## src/rtl/seq_det_pkg.sv

```systemverilog
// rtl/seq_det_pkg.sv - shared types and helpers for the programmable sequence detector family
package seq_det_pkg;

    typedef enum logic [1:0] {
        UNCFG = 2'd0,
        RUN   = 2'd1,
        PAUSE = 2'd2
    } det_state_t;

    // Width needed to hold a length value in the range 0..max_len
    function automatic int len_w(input int max_len);
        return $clog2(max_len + 1);
    endfunction

    // A pattern length is usable only if it spans at least two bits and fits the shift register
    function automatic logic len_ok(input int len, input int max_len);
        return (len >= 2) && (len <= max_len);
    endfunction

endpackage

```

## src/rtl/sat_counter.sv

```systemverilog
// rtl/sat_counter.sv - saturating up-counter with synchronous clear
module sat_counter #(
    parameter int W = 8
) (
    input  logic         clk,
    input  logic         rst,
    input  logic         clr,
    input  logic         inc,
    output logic [W-1:0] q
);

    // Clear wins over increment; the count sticks at all-ones
    always_ff @(posedge clk) begin
        if (rst || clr) begin
            q <= '0;
        end else if (inc && (q != {W{1'b1}})) begin
            q <= q + 1'b1;
        end
    end

endmodule

```

## src/rtl/seq_detector_prog.sv

```systemverilog
// rtl/seq_detector_prog.sv - runtime-programmable serial bit-pattern detector
module seq_detector_prog
    import seq_det_pkg::*;
#(
    parameter int MAX_LEN = 8,
    parameter int LEN_W   = len_w(MAX_LEN),
    parameter int CNT_W   = 8
) (
    input  logic               clk,
    input  logic               rst,
    input  logic               cfg_we,
    input  logic [MAX_LEN-1:0] cfg_pattern,
    input  logic [LEN_W-1:0]   cfg_len,
    input  logic               cfg_overlap,
    output logic               cfg_err,
    input  logic               en,
    input  logic               in_valid,
    input  logic               in_bit,
    input  logic               clr_cnt,
    output logic               match,
    output logic [CNT_W-1:0]   match_cnt,
    output logic [LEN_W-1:0]   fill,
    output logic               armed
);

    det_state_t         state;
    logic [MAX_LEN-1:0] hist;
    logic [MAX_LEN-1:0] pattern;
    logic [LEN_W-1:0]   len;
    logic               overlap;

    logic               cfg_ok;
    logic               cfg_accept;
    logic               bit_accept;
    logic [MAX_LEN-1:0] hist_n;
    logic [LEN_W:0]     fill_inc;
    logic [LEN_W-1:0]   fill_n;
    logic [MAX_LEN-1:0] mask;
    logic               hit;

    assign cfg_ok     = len_ok(int'(cfg_len), MAX_LEN);
    assign cfg_accept = cfg_we && cfg_ok;
    // A bit counts only while running, enabled, and not colliding with a config write
    assign bit_accept = (state == RUN) && en && in_valid && !cfg_we;
    assign hist_n     = {hist[MAX_LEN-2:0], in_bit};
    assign fill_inc   = {1'b0, fill} + {{LEN_W{1'b0}}, 1'b1};
    assign fill_n     = (fill_inc > {1'b0, len}) ? len : fill_inc[LEN_W-1:0];
    assign armed      = (state == RUN);

    // Mask selects the low len bits; built bitwise so len == MAX_LEN needs no wide shift
    always_comb begin
        mask = '0;
        for (int i = 0; i < MAX_LEN; i++) begin
            mask[i] = (i < int'(len));
        end
    end

    // Masked pattern compare on the would-be next history
    always_comb begin
        hit = 1'b0;
        if (bit_accept && (fill_n == len) && (((hist_n ^ pattern) & mask) == '0)) begin
            hit = 1'b1;
        end
    end

    // Control FSM, config latch, history/fill tracking and registered pulses
    always_ff @(posedge clk) begin
        if (rst) begin
            state   <= UNCFG;
            hist    <= '0;
            fill    <= '0;
            pattern <= '0;
            len     <= '0;
            overlap <= 1'b0;
            match   <= 1'b0;
            cfg_err <= 1'b0;
        end else begin
            match   <= 1'b0;
            cfg_err <= 1'b0;
            if (cfg_we) begin
                if (cfg_ok) begin
                    pattern <= cfg_pattern;
                    len     <= cfg_len;
                    overlap <= cfg_overlap;
                    hist    <= '0;
                    fill    <= '0;
                    state   <= en ? RUN : PAUSE;
                end else begin
                    cfg_err <= 1'b1;
                end
            end else begin
                case (state)
                    RUN: begin
                        if (!en) begin
                            state <= PAUSE;
                        end else if (in_valid) begin
                            hist  <= hist_n;
                            match <= hit;
                            if (hit && !overlap) begin
                                fill <= '0;
                            end else begin
                                fill <= fill_n;
                            end
                        end
                    end
                    PAUSE: begin
                        if (en) begin
                            state <= RUN;
                        end
                    end
                    default: begin
                        state <= UNCFG;
                    end
                endcase
            end
        end
    end

    sat_counter #(
        .W(CNT_W)
    ) u_match_cnt (
        .clk(clk),
        .rst(rst),
        .clr(cfg_accept || clr_cnt),
        .inc(hit),
        .q  (match_cnt)
    );

endmodule

```

## config.mk

```make
export PLATFORM = sky130hd
export DESIGN_NAME = seq_detector_prog
export DESIGN_NICKNAME = d
export VERILOG_FILES = /design/src/rtl/seq_det_pkg.sv /design/src/rtl/sat_counter.sv /design/src/rtl/seq_detector_prog.sv
export SDC_FILE = /design/constraint.sdc
export NUM_CORES = 1
export LEC_CHECK = 0
export BUFFER_PORTS_ARGS = -buffer_cell sky130_fd_sc_hd__buf_2
export CAP_MARGIN = 10
export CORE_UTILIZATION = 50
export DETAILED_ROUTE_END_ITERATION = 10
export PLACE_DENSITY = 0.74
export SKIP_LAST_GASP = 1
export SYNTH_ARGS = -nofsm -noshare
export SYNTH_HDL_FRONTEND = slang
export SYNTH_HIERARCHICAL = 1
export SYNTH_SLANG_ARGS = --single-unit
export TNS_END_PERCENT = 100
```

## constraint.sdc

```tcl
create_clock -name clk -period 3.2 [get_ports clk]
set_clock_uncertainty 0.05 [all_clocks]
set_input_delay 0.48 -clock clk [delete_from_list [all_inputs] [get_ports clk]]
set_output_delay 0.48 -clock clk [all_outputs]
set_load 0.005 [all_outputs]
```

Word-level counts from Yosys, hierarchy flattened
Index checks and enable logic that the tools add are counted.
- add/subtract/negate cells: 2
- magnitude comparators: 11
- eq/ne operators: 7
- multiplexer cells: 20
- bitwise gates (word level): 6
- reductions and logical operators: 22
- operator list (cell ; number):
    $mux 7 ; 5
    $mux 4 ; 7
    $lt 3x4->1 const A ; 4
    $mux 2 ; 5
    $logic_and 1x1->1 ; 9
    $add 8x1->8 const B ; 1
    $and 8x8->8 ; 1
    $logic_not 8->1 ; 1
    $lt 1x4->1 const A ; 2
    $lt 2x4->1 const A ; 2
    $ne 8x8->1 const B ; 1
    $xor 8x8->8 ; 1
    $ne 3x3->1 const B ; 2
    $reduce_bool 2->1 ; 3
    $add 4x1->5 const B ; 1
    $gt 5x4->1 ; 1
    $reduce_or 5->1 ; 1
    $eq 4x4->1 ; 1
    $ge 4x2->1 const B ; 1
    $le 4x4->1 const B ; 1
    $not 1->1 ; 4
    $pmux 2 s2 ; 1
    $reduce_and 4->1 ; 1
    $reduce_and 3->1 ; 1
    other kinds (8) ; 11
- register bits: 36
- input bits: 20
- output and inout bits: 15
- word-level logic and storage cells: 77

Longest topological paths before layout
Gate-level depths: netlist of run 1.
- word-level depth: 13
- gate-level depth with buffers: 11
- depth with buffers taken out: 10

Hierarchy
The synthesis of run 1 kept the hierarchy.
- modules (own cells, without submodules) (module ; instances ; cells an instance ; area each (sq um) ; sequential area each (sq um)):
    seq_detector_prog ; 1 ; 191 ; 1520.2 ; 560.5
    sat_counter ; 1 ; 48 ; 421.7 ; 160.2

Worst setup path after synthesis of run 1
No wires, ideal clock.
- path type: register to register
- start point: register fill[0]
- end point: register u_match_cnt.q[6]
- setup time: 0.115 ns
- arrival: 2.614 ns
- required time: 3.035 ns
- setup slack: 0.421 ns
- stages on the path, launching flop included: 10
- path buffers: 0
- clock period less this slack: 2.779 ns
- cells stage by stage: dfxtp_1 > ha_1 > xor2_1 > ha_1 > nand4_1 > a32oi_1 > a2111oi_4 > nand3_1 > or4_1 > and3_1
- longest elaborated chain between the ends: 8
- RTL lines (what ; RTL line ; text):
    from (decl) ; seq_detector_prog.sv:22 ; output logic [LEN_W-1:0] fill,
    from (signal assigned) ; seq_detector_prog.sv:102 ; fill <= fill_n;
    $add 4x1->5 * ; seq_detector_prog.sv:46 ; assign fill_inc = {1'b0, fill} + {{LEN_W{1'b0}}, 1'b1};
    $gt 5x4->1 ; seq_detector_prog.sv:47 ; assign fill_n = (fill_inc > {1'b0, len}) ? len : fill_inc[LEN_W-1:0];
    $mux 4 * ; seq_detector_prog.sv:47 ;
    $eq 4x4->1 * ; seq_detector_prog.sv:61 ; if (bit_accept && (fill_n == len) && (((hist_n ^ pattern) & mask) == '0)) begin
    $logic_and 1x1->1 * (2 in series) ; seq_detector_prog.sv:61 ;
    $mux 1 * ; seq_detector_prog.sv:61 ;
    via hit ; seq_detector_prog.sv:39 ; logic hit;
    $logic_and 1x1->1 * ; sat_counter.sv:16 ; end else if (inc && (q != {W{1'b1}})) begin
    to (signal assigned) ; sat_counter.sv:17 ; q <= q + 1'b1;
    to (decl) ; sat_counter.sv:9 ; output logic [W-1:0] q
The timed path passes the listed nets; every way through them passes the cells marked *.
A chain may end at the register's enable or synchronous reset.

Final worst setup path of run 1
- start point: register fill[2]
- end point: register u_match_cnt.q[3]
Same word-level chain as after synthesis.

==> run metrics, run 1 <==
status complete, no violations; core region area 3690 sq um; Clk pwr share 0.367; Post-synth EDFFs 0; final non-filler cell total 322; DP HPWL 3010 um; crit-path max cell delay 0.47 ns; die area 4140 sq um; largest net degree at the start of global routing 33; Worst Hold Class primary input to register; Internal 671 uW; Die Width 64.3 um; R2R Setup Slk 0.28 ns; worst hold endpoint pattern[3]; Post-synth ARST share 0; clock root cell clkbuf_8; CTS Buffer Depth 2; die height 64.3 um; period utilisation layout 0.911; first-pass GRT wire length 7110 um; pre-CTS setup slack 0.265 ns; total power 899 uW; Fin Hold WS 0.374 ns; predominant post-synthesis flop cell dfxtp_1; num rows 22; CTS buffer count 5; Nets 299; Residual DRC 0; filler cell count 360; ant diodes 0; initial antenna violation count 0; CP Launch Type register; TritonCTS clock tree yes; number of synthesized register bits 36; WL per Instance 12.7 um; FF-to-FF Start fill[2]; measured slew at the worst slew-check pin 0.567 ns; worst skew pair latency 0.29 ns; cts hold-fix bufs 0; Vias 1760; mean area per synthesized cell 8.12 sq um; DR pass1 iterations 4; final setup margin 0.285 ns; Seq/Total Area, Yosys 0.371; crit path time final 2.92 ns; switching part of the total 0.253; Static Leak 0.877 nW; worst rel slew slack 0.622; vias in the first global route 1632; gr usage total 0.220; IO buf count 34; io pins 35; hold path start cfg_pattern[3]; R2R Path End u_match_cnt/q[3]; combinational share of power 0.111; Post-Route WL 4100 um; Placer Congestion 0.871; Synth cell types 52; Mapped Cells 239; critical path arrival 3.08 ns; RSZ-0062 raised after global routing false; P_sw 228 uW; Reg power frac 0.522; Finished Core Util 0.609; number of max-cap violations 0; layout cells sized above 1 0.208; CP max FO 8; Setup TNS Final 0 ns; vias per cell 5.47; clock slew at reported path FFs 0.07 ns; CTS Sinks 36; Setup Crit Path Kind register to register; area of the mapped netlist 1940 sq um; H-tree depth 2; Required @ worst endpoint 3.37 ns; post-route ant nets 0; most used cell, CP nand3_1; Area growth syn-to-layout 15.7%; crit path cell chain nand3_1 -> xnor2_1 -> ha_1 -> nand4b_1 -> nand3_1 -> a32oi_1 -> a2111oi_4 -> buf_4 -> and4_2 -> a21boi_0 -> mux2i_1; Final Hold Vio Count 0; Initial Util 0.526; placed standard-cell area 2140 sq um; yosys warns 6; placed cells 313; Finish-stage setup viols 0; Synth Net Count 265; P per Cell Area 400 nW/um^2; GRT overflow 0; Max Clk Rate 343 MHz; count of pins over their slew limit 0; Worst setup EP type register; VDD IR max 0.000321 V; hold path cells 3; slowest CP cell dfxtp_1; initial drt markers 66; Final Cell Area 2250 sq um; R2R cell count 11
[Yosys cell counts, drive strengths merged (3+ instances only)]
| master | instances | area, sq um |
|---|---|---|
| nand2 | 45 | 169 |
| dfxtp | 36 | 721 |
| a21oi | 35 | 175 |
| nand3 | 14 | 70.1 |
| inv | 9 | 33.8 |
| o21ai | 9 | 45.0 |
| xnor2 | 9 | 78.8 |
| buf | 7 | 36.3 |
| nor2 | 7 | 26.3 |
| ha | 6 | 75.1 |
| clkbuf | 4 | 15.0 |
| mux2i | 4 | 40.0 |
| nor3 | 4 | 20.0 |
| or3 | 4 | 26.3 |
| and2 | 3 | 20.0 |
| and3 | 3 | 18.8 |
| nand4 | 3 | 18.8 |
| o22ai | 3 | 18.8 |
| xor2 | 3 | 26.3 |
[power by group through the flow]
stage	Clock (mW)	Sequential (mW)	Combinational, mW
after floorplan	0	0.475	0.0697
after global placement	0	0.480	0.0979
after detailed placement	0	0.480	0.0994
after CTS	0.343	0.470	0.0997
after global routing	0.359	0.471	0.112
final	0.330	0.470	0.0997
[how the worst max path moves through the flow]
stage             from                to  slack [ns]  depth (start not counted)
6_report       fill[2]  u_match_cnt/q[3]        0.28                         11
5_1_grt        fill[2]  u_match_cnt/q[3]        0.02                         11
4_1_cts        fill[0]  u_match_cnt/q[6]        0.25                          9
3_5_place_dp   fill[0]  u_match_cnt/q[6]        0.26                          9
3_3_place_gp   fill[0]  u_match_cnt/q[6]        0.38                          9
2_1_floorplan  fill[0]  u_match_cnt/q[6]        0.42                          9
[sequential cells by signal, indices dropped and copies added, names as in the netlist]
name,flops
pattern,8
cfg_err,1
len,4
overlap,1
u_match_cnt/q,8
state,2
match,1
fill,4
hist,7
[layer usage]
layer	routed length (um)	global-route usage
met1	1980	0.270
met2	1940	0.368
met3	131	0.0607
met4	49	0.0750
met5	0	0
[cells in the final DEF, fill, tap and decap left out, types with 6 or more instances in the layout]
master    Yosys  layout
a21oi_1      35      35
ha_1          6       6
o21ai_0       6       6
nand2_1      45      45
nor2_1        7       7
nand3_1      14      14
clkbuf_8      0       6
buf_2         5      34
dfxtp_1      36      35
inv_1         9       9
xnor2_1       9       9
[logic make-up after synthesis]
| group | synth area share |
|---|---|
| AO/OA/AOI/OAI | 0.212 |
| buffers and inverters | 0.0438 |
| multiplexers | 0.0206 |
| adder cells (fa/ha/maj) | 0.0387 |
| AND/OR/NAND/NOR | 0.248 |
| XOR/XNOR | 0.0657 |
| flip-flops | 0.371 |
[layout make-up]
| cell class | count | area (sq um) | share of cell area |
|---|---|---|---|
| Sequential cell | 36 | 722 | 0.321 |
| Tap cell | 48 | 60.1 | 0.0267 |
| Timing Repair Buffer | 38 | 200 | 0.0891 |
| Multi-Input combinational cell | 183 | 1140 | 0.506 |
| Inverter | 9 | 33.8 | 0.0150 |
| Clock inverter | 2 | 10.0 | 0.00446 |
| Clock buffer | 6 | 82.6 | 0.0368 |
[worst max-delay path: cells and delay by family, from the launching register on]
family                   cells  cell delay (ns)
AO/OA/AOI/OAI                3             0.73
XOR/XNOR                     1             0.17
adder cells (fa/ha/maj)      1             0.34
buffers and inverters        1             0.19
flip-flops                   1             0.47
multiplexers                 1             0.20
AND/OR/NAND/NOR              4             0.69
[repair_timing]
action                                  4_1_cts  5_1_grt
resized for setup                             0        2
endpoints found under the setup margin        0        2
setup buffers                                 0        1
No activity file was read; power rests on OpenSTA's default activity.
==> inputs of run 2 (changes only) <==
Settings changed: SETUP_SLACK_MARGIN set to 0.5.
==> run 2 against run 1 <==
First-iteration DRC count rose by 110%. Worst hold slack got worse by 0.0053 ns. Largest cell class unchanged. Sequential power barely moved. Non-clock buffer count rose by 9.
==> run metrics, run 2 (synthesis results as in run 1) <==
P per Cell Area 376 nW/um^2; Fin Hold WS 0.369 ns; gr usage total 0.221; Initial Util 0.526; period utilisation layout 0.854; status complete, no violations; Die Width 64.3 um; Placer Congestion 0.928; most frequent cells in the layout nand2_1, a21oi_1, buf_2; GRT overflow 0; WL per Instance 13.4 um; core region area 3690 sq um; count of pins over their slew limit 0; Finish-stage setup viols 0; Post-Route WL 4430 um; critical path arrival 2.88 ns; Area growth syn-to-layout 25.5%; filler cell count 322; die area 4140 sq um; CTS Sinks 36; crit path cell chain buf_4 -> xor2_4 -> ha_4 -> nand4b_1 -> nand3_2 -> a32oi_4 -> a2111oi_4 -> nand3_1 -> or4_1 -> and3_1; Final Hold Vio Count 0; Residual DRC 0; Vias 1798; clock root cell clkbuf_8; vias per cell 5.43; VDD IR max 0.000279 V; DR pass1 iterations 4; num rows 22; Static Leak 0.937 nW; io pins 35; CP max FO 6; CTS Buffer Depth 2; Required @ worst endpoint 3.34 ns; biggest regs pattern (8), u_match_cnt/q (8), hist (7); WP buf/inv 1; CP Launch Type register; crit path time final 2.73 ns; Worst setup EP type register; Final Cell Area 2440 sq um; layout cells sized above 1 0.269; worst skew pair latency 0.29 ns; initial drt markers 137; TritonCTS clock tree yes; Max Clk Rate 366 MHz; H-tree depth 2; largest net degree at the start of global routing 33; clock slew at reported path FFs 0.07 ns; die height 64.3 um; Nets 308; commonest non-fill, non-tap cell in the layout nand2_1; ant diodes 0; worst rel slew slack 0.563; measured slew at the worst slew-check pin 0.651 ns; CTS buffer count 5; IO buf count 34; Setup Crit Path Kind register to register; number of max-cap violations 0; Setup TNS Final 0 ns; DP HPWL 2950 um; placed standard-cell area 2210 sq um; RSZ-0062 raised after global routing true; Worst Hold Class primary input to register; Top Family by Delay on Critical Path simple AND/OR/NAND/NOR gates; vias in the first global route 1590; post-route ant nets 0; slowest CP cell or4_1; initial antenna violation count 0; first-pass GRT wire length 7070 um; crit-path max cell delay 0.50 ns
run 2: metrics by stage:
step,power [mW],util,setup WS (ns),instances
after global placement,0.578,0.598,0.404,313
after detailed placement,0.579,0.598,0.373,313
after CTS,0.919,0.630,0.505,323
after floorplan,0.547,-,0.513,239
final,0.915,0.660,0.468,331
after global routing,0.957,0.660,0.351,331
run 2: timing repair:
action,in CTS,in global routing
endpoints found under the setup margin,3,8
buffers inserted,2,8
pin swaps,2,8
hold buffers,0,0
gates resized for setup,3,7
run 2: tightest hold or removal path, delay by kind of cell:
kind            cells  cell delay, ns
buf+inv             1            0.09
compound gates      1            0.05
simple gates        1            0.04
run 2: layer usage:
metal	up-vias	wire length (um)	track usage
met5	-	0	0
met1	816	2070	0.282
met3	7	176	0.0536
li1	939	-	-
met2	36	2130	0.351
met4	0	59	0.0944
run 2: final cells by class:
type | instances | area [sq um] | area share
Inverter | 9 | 33.8 | 0.0139
Timing Repair Buffer | 47 | 268 | 0.110
Clock inverter | 1 | 6.26 | 0.00257
Clock buffer | 7 | 86.3 | 0.0354
Sequential cell | 36 | 733 | 0.301
Multi-Input combinational cell | 183 | 1250 | 0.513
Tap cell | 48 | 60.1 | 0.0247
run 2: power breakdown:
group / total, mW / switching (mW) / internal (mW)
sequential: 0.467 / 0.0112 / 0.456
combinational: 0.109 / 0.0619 / 0.0467
clock: 0.340 / 0.164 / 0.175
total: 0.915 / 0.237 / 0.678
run 2: worst paths after layout:
path | from | end | slack [ns] | cells after the start
max reg2reg | fill[2] | u_match_cnt/q[6] | 0.47 | 10
max | fill[2] | u_match_cnt/q[6] | 0.47 | 10
min | cfg_pattern[7] | pattern[7] | 0.37 | 3
min reg2reg | pattern[0] | pattern[0] | 0.42 | 2
==> inputs of run 3 (changes only) <==
Settings changed: PLACE_DENSITY 0.74 to not set, PLACE_DENSITY_LB_ADDON set to 0.08.
Clock period 3.2 ns to 2.35 ns, I/O delays scaled along.
==> run 3 against run 2 <==
The run now ends with setup timing left. Flip-flop and latch count is the same. Wire length grew 9.9%. Die area is the same. Cell count grew 6.9%. Maximum frequency grew 4.9%. Largest cell class unchanged. Highest routed layer unchanged.
==> run metrics, run 3 (synthesis results as in run 1) <==
period utilisation layout 1.11; largest net degree at the start of global routing 33; Max Clk Rate 384 MHz; met2 wire len 2280 um; gr usage total 0.249; Worst setup EP type register; P per Cell Area 468 nW/um^2; Nets 332; RSZ-0062 raised after global routing true; clock slew at reported path FFs 0.07 ns; Worst Hold Class primary input to register; DR pass1 iterations 4; WL per Instance 13.8 um; Internal 906 uW; CP max FO 4; total power 1.23 mW; CP Launch Type register; Die Width 64.3 um; Static Leak 1.05 nW; pre-CTS setup slack -0.257 ns; DP HPWL 3420 um; die area 4140 sq um; initial antenna violation count 0; initial drt markers 135; Vias 1917; CTS Sinks 36; TritonCTS clock tree yes; crit path time final 2.60 ns; Post-Route WL 4870 um; IO buf count 34; number of max-cap violations 0; count of pins over their slew limit 0; switching part of the total 0.262; vias per cell 5.42; Placer Congestion 0.882; Residual DRC 0; die height 64.3 um; highest metal used met4; placed standard-cell area 2430 sq um; final setup margin -0.253 ns; clock root cell clkbuf_8; core region area 3690 sq um; Reg power frac 0.516; vias in the first global route 1720; biggest regs pattern (8), u_match_cnt/q (8), hist (7); layout cells sized above 1 0.343; M1 WL 2280 um; Area growth syn-to-layout 35.2%; io pins 35; critical path arrival 2.75 ns; status complete, but fails checks; worst rel slew slack 0.583; Fin Hold WS 0.244 ns; P_sw 322 uW; Clk pwr share 0.339; cts hold-fix bufs 0; Final Hold Vio Count 0; Met3 Wirelength 210 um; post-route ant nets 0; measured slew at the worst slew-check pin 0.626 ns; num rows 22; GRT overflow 0; CTS Buffer Depth 2; Setup Crit Path Kind register to register; commonest non-fill, non-tap cell in the layout nand2_1; Finish-stage setup viols 12; ant diodes 0; H-tree depth 2; first-pass GRT wire length 7910 um; combinational share of power 0.145; most frequent cells in the layout nand2_1, buf_4, buf_2; VDD IR max 0.000384 V; worst skew pair latency 0.30 ns; filler cell count 317; Initial Util 0.526; failing checks setup timing; Final Cell Area 2630 sq um; CTS buffer count 5; Required @ worst endpoint 2.50 ns
==> run 3: changes by cell type in the layout (fill, tap and decap cells not counted), moves of 2 or more <==
cell,before,now
a21oi_1,35,32
a21oi_2,0,3
buf_4,13,35
buf_6,0,2
==> run 3: timing repair <==
item / in CTS / in global routing
buffers inserted: 3 / 2
pin swaps: 15 / 2
gates resized for setup: 14 / 3
setup endpoints to repair: 13 / 13
==> run 3: power by group through the flow <==
| stage | combinational [mW] | clock (mW) | sequential, mW |
|---|---|---|---|
| CTS | 0.173 | 0.423 | 0.633 |
| floorplan | 0.100 | 0 | 0.645 |
| detailed placement | 0.167 | 0 | 0.649 |
| global route | 0.196 | 0.454 | 0.635 |
| global placement | 0.165 | 0 | 0.649 |
| finish | 0.179 | 0.416 | 0.633 |
==> run 3: final timing paths <==
check                 startpoint               end  slack (ns)  depth (start not counted)
setup / recovery         fill[0]  u_match_cnt/q[6]       -0.25                         10
hold / removal    cfg_pattern[3]        pattern[3]        0.24                          3
setup reg to reg         fill[0]  u_match_cnt/q[6]       -0.25                         10
hold reg to reg       pattern[1]        pattern[1]        0.42                          2
==> run 3: area by class of cell <==
cell class,instances,area [sq um],share of cell area
multi-input combinational,183,1270,0.483
clock inverter,1,5.00,0.00191
sequential,36,732,0.279
inverter,9,33.8,0.0129
timing repair buffer,71,455,0.173
clock buffer,6,72.6,0.0276
tap,48,60.1,0.0229
==> run 3: worst max-delay path, stage by stage, from the launching register on <==
cell       delay (ns)
dfxtp_4          0.37
ha_4             0.17
xor2_2           0.14
ha_1             0.32
nand4b_1         0.13
nand3_2          0.11
a32oi_4          0.07
a2111oi_4        0.40
nand3_1          0.14
or4_1            0.42
and3_1           0.18
==> run 3: metal layers <==
layer,vias to the layer above,global-route usage
met1,865,0.299
met5,-,0
met4,0,0.0944
li1,987,-
met2,52,0.418
met3,13,0.0679
==> run 3: through the flow <==
step                      utilization  setup TNS (ns)  cells
final                           0.712           -1.13    354
after global routing            0.712           -2.71    354
after CTS                       0.704          -0.643    352
after detailed placement        0.658           -1.40    342
after global placement          0.658          -0.691    342
after floorplan                     -           -1.05    239
